<file path="src/rtl/cam_pkg.sv">
// Shared definitions for the OV7670 capture path.
// Holds the default frame geometry, frame-buffer sizing, the capture
// state encoding and the RGB565 pixel payload type.
package cam_pkg;

   localparam int unsigned H_PIX_DEF   = 320;
   localparam int unsigned V_LINES_DEF = 240;
   localparam int unsigned FB_DEPTH    = 76800;
   localparam int unsigned FB_ADDR_W   = 17;

   typedef enum logic [1:0] {
      SYNC   = 2'd0,
      BLANK  = 2'd1,
      ACTIVE = 2'd2
   } cam_state_e;

   // RGB565 pixel as assembled from two camera bytes
   typedef struct packed {
      logic [7:0] hi;
      logic [7:0] lo;
   } cam_pix_t;

endpackage

</file>
<file path="src/rtl/cam_edge_det.sv">
// Single-signal edge detector: registers the input once and flags
// rising/falling transitions relative to the previous sample.
// Ports:
//   clk, reset   - clock, asynchronous active-high reset
//   sig_i        - sampled signal
//   rise_c_o     - combinational, high in the first cycle sig_i reads 1
//   fall_c_o     - combinational, high in the first cycle sig_i reads 0
module cam_edge_det (
   input  logic clk,
   input  logic reset,
   input  logic sig_i,
   output logic rise_c_o,
   output logic fall_c_o
);

   logic sig_q;

   // previous-sample register
   always_ff @(posedge clk or posedge reset) begin
      if (reset) sig_q <= 1'b0;
      else       sig_q <= sig_i;
   end

   assign rise_c_o = sig_i & ~sig_q;
   assign fall_c_o = ~sig_i & sig_q;

endmodule

</file>
<file path="src/rtl/ov7670_capture.sv">
// OV7670 frame capture: pairs camera bytes into RGB565 pixels and writes
// them to a frame buffer at row*H_PIX+col.
// Optional build macro: CAM_ERR_CHECK_EN enables the line/frame length checker.
// Ports:
//   clk, reset        - camera PCLK, asynchronous active-high reset
//   vsync, href, data - camera sync and pixel byte inputs
//   we, wAddr, wData  - registered frame-buffer write port
//   frame_done        - one-cycle pulse when a captured frame ends
//   err_line          - sticky: a line ended with a pixel count other than H_PIX
//   err_frame         - sticky: a frame ended with a line count other than V_LINES
module ov7670_capture
   import cam_pkg::*;
#(
   parameter int unsigned H_PIX   = H_PIX_DEF,
   parameter int unsigned V_LINES = V_LINES_DEF,
   parameter int unsigned ADDR_W  = FB_ADDR_W
) (
   input  logic              clk,
   input  logic              reset,
   input  logic              vsync,
   input  logic              href,
   input  logic [7:0]        data,
   output logic              we,
   output logic [ADDR_W-1:0] wAddr,
   output logic [15:0]       wData,
   output logic              frame_done,
   output logic              err_line,
   output logic              err_frame
);

   // counters hold one value past the limit so over-long lines/frames are visible
   localparam int unsigned COL_W = $clog2(H_PIX + 2);
   localparam int unsigned ROW_W = $clog2(V_LINES + 2);
   localparam logic [ADDR_W-1:0] LAST_ADDR = ADDR_W'(H_PIX * V_LINES - 1);
   localparam logic [ADDR_W-1:0] LINE_STEP = ADDR_W'(H_PIX);

   cam_state_e        state_q, state_d;
   logic [COL_W-1:0]  col_q, col_d;
   logic [ROW_W-1:0]  row_q, row_d;
   logic              phase_q, phase_d;
   logic              line_q, line_d;
   logic [7:0]        hi_q, hi_d;
   logic [ADDR_W-1:0] addr_q, addr_d;
   logic [ADDR_W-1:0] base_q, base_d;
   logic              we_q, we_d;
   logic [ADDR_W-1:0] waddr_q, waddr_d;
   cam_pix_t          wdata_q, wdata_d;
   logic              done_q, done_d;

   logic href_rise_c, href_fall_c, vsync_rise_c, vsync_fall_c;
   logic frame_start_c, frame_end_c, line_end_c;

   cam_edge_det u_href_edge (
      .clk      (clk),
      .reset    (reset),
      .sig_i    (href),
      .rise_c_o (href_rise_c),
      .fall_c_o (href_fall_c)
   );

   cam_edge_det u_vsync_edge (
      .clk      (clk),
      .reset    (reset),
      .sig_i    (vsync),
      .rise_c_o (vsync_rise_c),
      .fall_c_o (vsync_fall_c)
   );

   // in BLANK vsync was high last cycle, so a low sample is always a fall;
   // in ACTIVE vsync was low last cycle, so a high sample is always a rise
   assign frame_start_c = (state_q == BLANK)  & vsync_fall_c;
   assign frame_end_c   = (state_q == ACTIVE) & vsync_rise_c;
   // line_q ignores an href that was already high when the frame opened
   assign line_end_c    = (state_q == ACTIVE) & ~vsync_rise_c & line_q & href_fall_c;

   // next-state, pixel assembly and address generation
   always_comb begin
      state_d = state_q;
      col_d   = col_q;
      row_d   = row_q;
      phase_d = phase_q;
      line_d  = line_q;
      hi_d    = hi_q;
      addr_d  = addr_q;
      base_d  = base_q;
      we_d    = 1'b0;
      waddr_d = waddr_q;
      wdata_d = wdata_q;
      done_d  = 1'b0;

      unique case (state_q)
         SYNC: begin
            if (vsync) state_d = BLANK;
         end
         BLANK: begin
            if (frame_start_c) begin
               state_d = ACTIVE;
               col_d   = '0;
               row_d   = '0;
               phase_d = 1'b0;
               line_d  = 1'b0;
               addr_d  = '0;
               base_d  = '0;
            end
         end
         ACTIVE: begin
            if (frame_end_c) begin
               // frame end wins over any byte on the same cycle
               state_d = BLANK;
               done_d  = 1'b1;
               phase_d = 1'b0;
               line_d  = 1'b0;
            end else if (href && (line_q || href_rise_c)) begin
               line_d  = 1'b1;
               phase_d = ~phase_q;
               if (!phase_q) begin
                  hi_d = data;
               end else begin
                  if ((col_q < COL_W'(H_PIX)) && (row_q < ROW_W'(V_LINES))) begin
                     we_d       = 1'b1;
                     waddr_d    = addr_q;
                     wdata_d.hi = hi_q;
                     wdata_d.lo = data;
                     if (addr_q != LAST_ADDR) addr_d = addr_q + ADDR_W'(1);
                  end
                  if (col_q <= COL_W'(H_PIX)) col_d = col_q + COL_W'(1);
               end
            end else if (line_end_c) begin
               // dangling half-pixel is dropped; short lines realign to the next row base
               col_d   = '0;
               phase_d = 1'b0;
               line_d  = 1'b0;
               if (row_q <= ROW_W'(V_LINES)) row_d = row_q + ROW_W'(1);
               if (row_q < ROW_W'(V_LINES - 1)) begin
                  base_d = base_q + LINE_STEP;
                  addr_d = base_q + LINE_STEP;
               end
            end
         end
         default: state_d = SYNC;
      endcase
   end

   // state and datapath registers
   always_ff @(posedge clk or posedge reset) begin
      if (reset) begin
         state_q <= SYNC;
         col_q   <= '0;
         row_q   <= '0;
         phase_q <= 1'b0;
         line_q  <= 1'b0;
         hi_q    <= '0;
         addr_q  <= '0;
         base_q  <= '0;
         we_q    <= 1'b0;
         waddr_q <= '0;
         wdata_q <= '0;
         done_q  <= 1'b0;
      end else begin
         state_q <= state_d;
         col_q   <= col_d;
         row_q   <= row_d;
         phase_q <= phase_d;
         line_q  <= line_d;
         hi_q    <= hi_d;
         addr_q  <= addr_d;
         base_q  <= base_d;
         we_q    <= we_d;
         waddr_q <= waddr_d;
         wdata_q <= wdata_d;
         done_q  <= done_d;
      end
   end

   assign we         = we_q;
   assign wAddr      = waddr_q;
   assign wData      = wdata_q;
   assign frame_done = done_q;

`ifdef CAM_ERR_CHECK_EN
   logic err_line_q, err_frame_q;

   // sticky length checks, cleared when a new frame opens
   always_ff @(posedge clk or posedge reset) begin
      if (reset) begin
         err_line_q  <= 1'b0;
         err_frame_q <= 1'b0;
      end else if (frame_start_c) begin
         err_line_q  <= 1'b0;
         err_frame_q <= 1'b0;
      end else begin
         if (line_end_c && (col_q != COL_W'(H_PIX)))    err_line_q  <= 1'b1;
         if (frame_end_c && (row_q != ROW_W'(V_LINES))) err_frame_q <= 1'b1;
      end
   end

   assign err_line  = err_line_q;
   assign err_frame = err_frame_q;
`else
   assign err_line  = 1'b0;
   assign err_frame = 1'b0;
`endif

endmodule

</file>
<file path="config.mk">
export PLATFORM = sky130hd
export DESIGN_NAME = ov7670_capture
export DESIGN_NICKNAME = d
export VERILOG_FILES = /design/src/rtl/cam_pkg.sv /design/src/rtl/cam_edge_det.sv /design/src/rtl/ov7670_capture.sv
export SDC_FILE = /design/constraint.sdc
export NUM_CORES = 1
export LEC_CHECK = 0
export CORE_MARGIN = 3
export CORE_UTILIZATION = 45
export DETAILED_ROUTE_END_ITERATION = 10
export PLACE_DENSITY = 0.73
export RECOVER_POWER = 50
export SYNTH_ARGS = -nofsm -noshare
export SYNTH_HDL_FRONTEND = slang
export SYNTH_HIERARCHICAL = 1
export SYNTH_SLANG_ARGS = --single-unit
</file>
<file path="constraint.sdc">
create_clock -name clk -period 6.7 [get_ports clk]
set_input_delay 2.01 -clock clk [delete_from_list [all_inputs] [get_ports clk]]
set_output_delay 2.01 -clock clk [all_outputs]
set_load 0.02 [all_outputs]
</file>
==> qor.yml <==
run_status:
  status: "finished, violations left"
  violations: "capacitance limit, slew limit"
power:
  p_int_w: 0.000993
  pwr-share-comb: 0.291
  swShare: 0.363
  p_switching_w: 0.000566
  vdd_drop_max_v: 0.000211
  powerDensity_nw_per_um2: 276
  leakagePower_nw: 2.58
  seqPwrFrac: 0.450
  clkPwrFrac: 0.259
synthesis:
  synthTopCellsByArea: "dfrtp_1, mux2_2, o21ai_0"
  synth_edf_count: 0
  avgSynthCellArea_um2: 10.4
  synth_ff_type: "dfrtp_1"
  synthTopCellsByCount: "dfrtp_1, mux2_2, nand2_1"
  ys_async_sr_fraction: 1.00
  yosysMostFrequentCell: "dfrtp_1"
  synth-seq-cells: 94
  yosysSeqAreaShare: 0.480
  synth_cells: 471
  ys_types: 66
  netlist.area_leader.share: 0.480
  synth.cell_area_um2: 4900
  yosys.area.top_type: "dfrtp_1"
  yosys_warnings: 6
die:
  core_region_area_um2: 10500
  dieArea_um2: 12200
  num_rows: 37
  initial_utilization: 0.469
  die_y_um: 110
  io_pins: 49
  fp.dieW_um: 110
clock_network:
  clk_latency_ns: 0.36
  clk_pin_slew_ns: 0.09
  cts_setup_buffers: 0
  ctsResizeCount: 0
  cts.sinks: 94
  cts_tree: "yes"
  hold_buffers: 0
  root_buffer: "clkbuf_8"
  htreeDepth: 3
  numCtsBuffers: 9
  cts_max_path_buffers: 2
run:
  cap_violations: 1
setup_path:
  critPathSlowestCell: "dlygate4sd3_1"
  crit_chain: "dlygate4sd3_1 -> nor2b_1 -> nand2_1 -> a32oi_1 -> nor2b_1 -> nand3_2 -> o32ai_1"
  cp-end-kind: "register"
  r2r-start: "state_q[0]"
  cp_top_family: "simple AND/OR/NAND/NOR gates"
  cp_max_fo: 9
  cp.required_ns: 6.96
  timing.rr.end: "addr_q[12]"
  worst_ep_arrival_time_ns: 4.92
  crit_type: "primary input to register"
  rrSetupSlack_ns: 3.80
  start_kind: "primary input"
  critPathBufInv: 1
  cp_common_cell: "nor2b_1"
  critPathMaxStageDelay_ns: 0.77
  worst-r2r-cell-count: 9
route:
  vias: 3810
  drtAntennaViolNets: 0
  drcViolationCount: 0
  viasPerCell: 5.87
  routed_wl_um: 10600
  drt_pass1_iterations: 5
  initialDrtViolationCount: 168
  wl_per_cell_um: 16.4
sta:
  slew_viol_final: 52
  skew_ns: 0.0108
  period_needed_ns: 4.65
  worst_pin_slew_ns: 2.19
  grt_setup_unrepaired: "no"
  max_slew_margin: -0.468
  setup_viol: 0
  hold_viol: 0
  period_share: 0.694
  fin_hold_ws_ns: 0.502
  fmax_mhz: 215
  tns_ns: 0
global_route:
  grt_pass1_wl_um: 18300
  grt_usage: 0.179
  grt_pass1_vias: 3630
  grt_max_degree: 52
  antenna_found_initial: 0
  grt_overflow_total: 0
layout:
  n_antenna_cell: 0
  areaGrowthSynthToFinish_pct: 15.3
  drive_gt1_frac: 0.158
  final_nets: 531
placed_design:
  gp_congestion: 0.864
  dp_hpwl_um: 7400
  port-buffer-count: 46
min_path:
  holdPathStages: 1
  min_to: "col_q[8]"
  hold_class: "register to register"
  hold_start: "col_q[8]"
## power by group through the flow
stage	Clock, W	Sequential (W)	Combinational [W]
after global placement	0	0.000707	0.000437
after detailed placement	0	0.000713	0.000451
after global routing	0.000436	0.000713	0.000509
after floorplan	0	0.000696	0.000358
after CTS	0.000411	0.000701	0.000454
final	0.000404	0.000702	0.000453
## how the worst max path moves through the flow
stage                     slack, ns          to   from  cells after the start
after global placement         1.90  addr_q[12]   href                      7
after floorplan                2.30   addr_q[0]  reset                      1
final                          2.05  addr_q[12]   href                      7
after CTS                      2.16  addr_q[12]   href                      7
after global routing           1.81  addr_q[12]   href                      7
after detailed placement       1.77  addr_q[12]   href                      7
## cell usage in the layout (no fill, tap or decap), drive strengths merged, types with 8 or more instances in the layout
master	instances
dlygate4sd3	38
nor2	18
nand4	8
mux2	42
inv	25
nand3	28
nand2	36
clkdlybuf4s50	8
and3	9
nor4	11
dfrtp	94
a31oi	10
nor3	12
o21ai	39
ha	11
o31ai	11
a21oi	9
clkbuf	10
o41ai	9
## layout make-up
| class | count | area [um2] |
|---|---|---|
| clock inverters | 6 | 75.1 |
| flip-flops and latches | 94 | 2350 |
| multi-input cells | 331 | 2350 |
| well taps | 136 | 170 |
| inverters | 22 | 83.8 |
| repair buffers | 50 | 490 |
| clock buffers | 10 | 138 |
| fillers | 925 | 4810 |
## cells by family after synthesis
| family | after synthesis | synth area share |
|---|---|---|
| AND/OR/NAND/NOR | 155 | 0.178 |
| AO/OA/AOI/OAI | 116 | 0.164 |
| flip-flops | 94 | 0.480 |
| buffers and inverters | 47 | 0.0429 |
| multiplexers | 44 | 0.101 |
| adder cells (fa/ha/maj) | 11 | 0.0281 |
| XOR/XNOR | 3 | 0.00536 |
| other | 1 | 0.000765 |
## registers in the layout, indices dropped and copies added, names as in the netlist
signal              flops
addr_q                 17
base_q                 11
col_q                   9
frame_done              1
hi_q                    8
line_q                  1
phase_q                 1
row_q                   8
state_q                 2
u_href_edge/sig_q       1
u_vsync_edge/sig_q      1
wAddr                  17
wData                  16
we                      1
## routing by layer
layer | share of wire | vias up | GRT usage
met5 | 0 | - | 0
met4 | 0.012 | 0 | 0.0501
met2 | 0.48 | 105 | 0.284
met3 | 0.046 | 12 | 0.0323
li1 | - | 1822 | -
met1 | 0.46 | 1871 | 0.251
## stage by stage
stage           util  setup WS (ns)  std cells  area [um2]  power, W
3_5_place_dp   0.520           1.77        633        5440   0.00116
6_report       0.541           2.05        649        5660   0.00156
3_3_place_gp   0.520           1.90        633        5440   0.00114
5_1_grt        0.541           1.81        649        5660   0.00166
2_1_floorplan      -           2.30        472        4910   0.00105
4_1_cts        0.541           2.16        649        5660   0.00157
(Power assumes the default switching activity.)
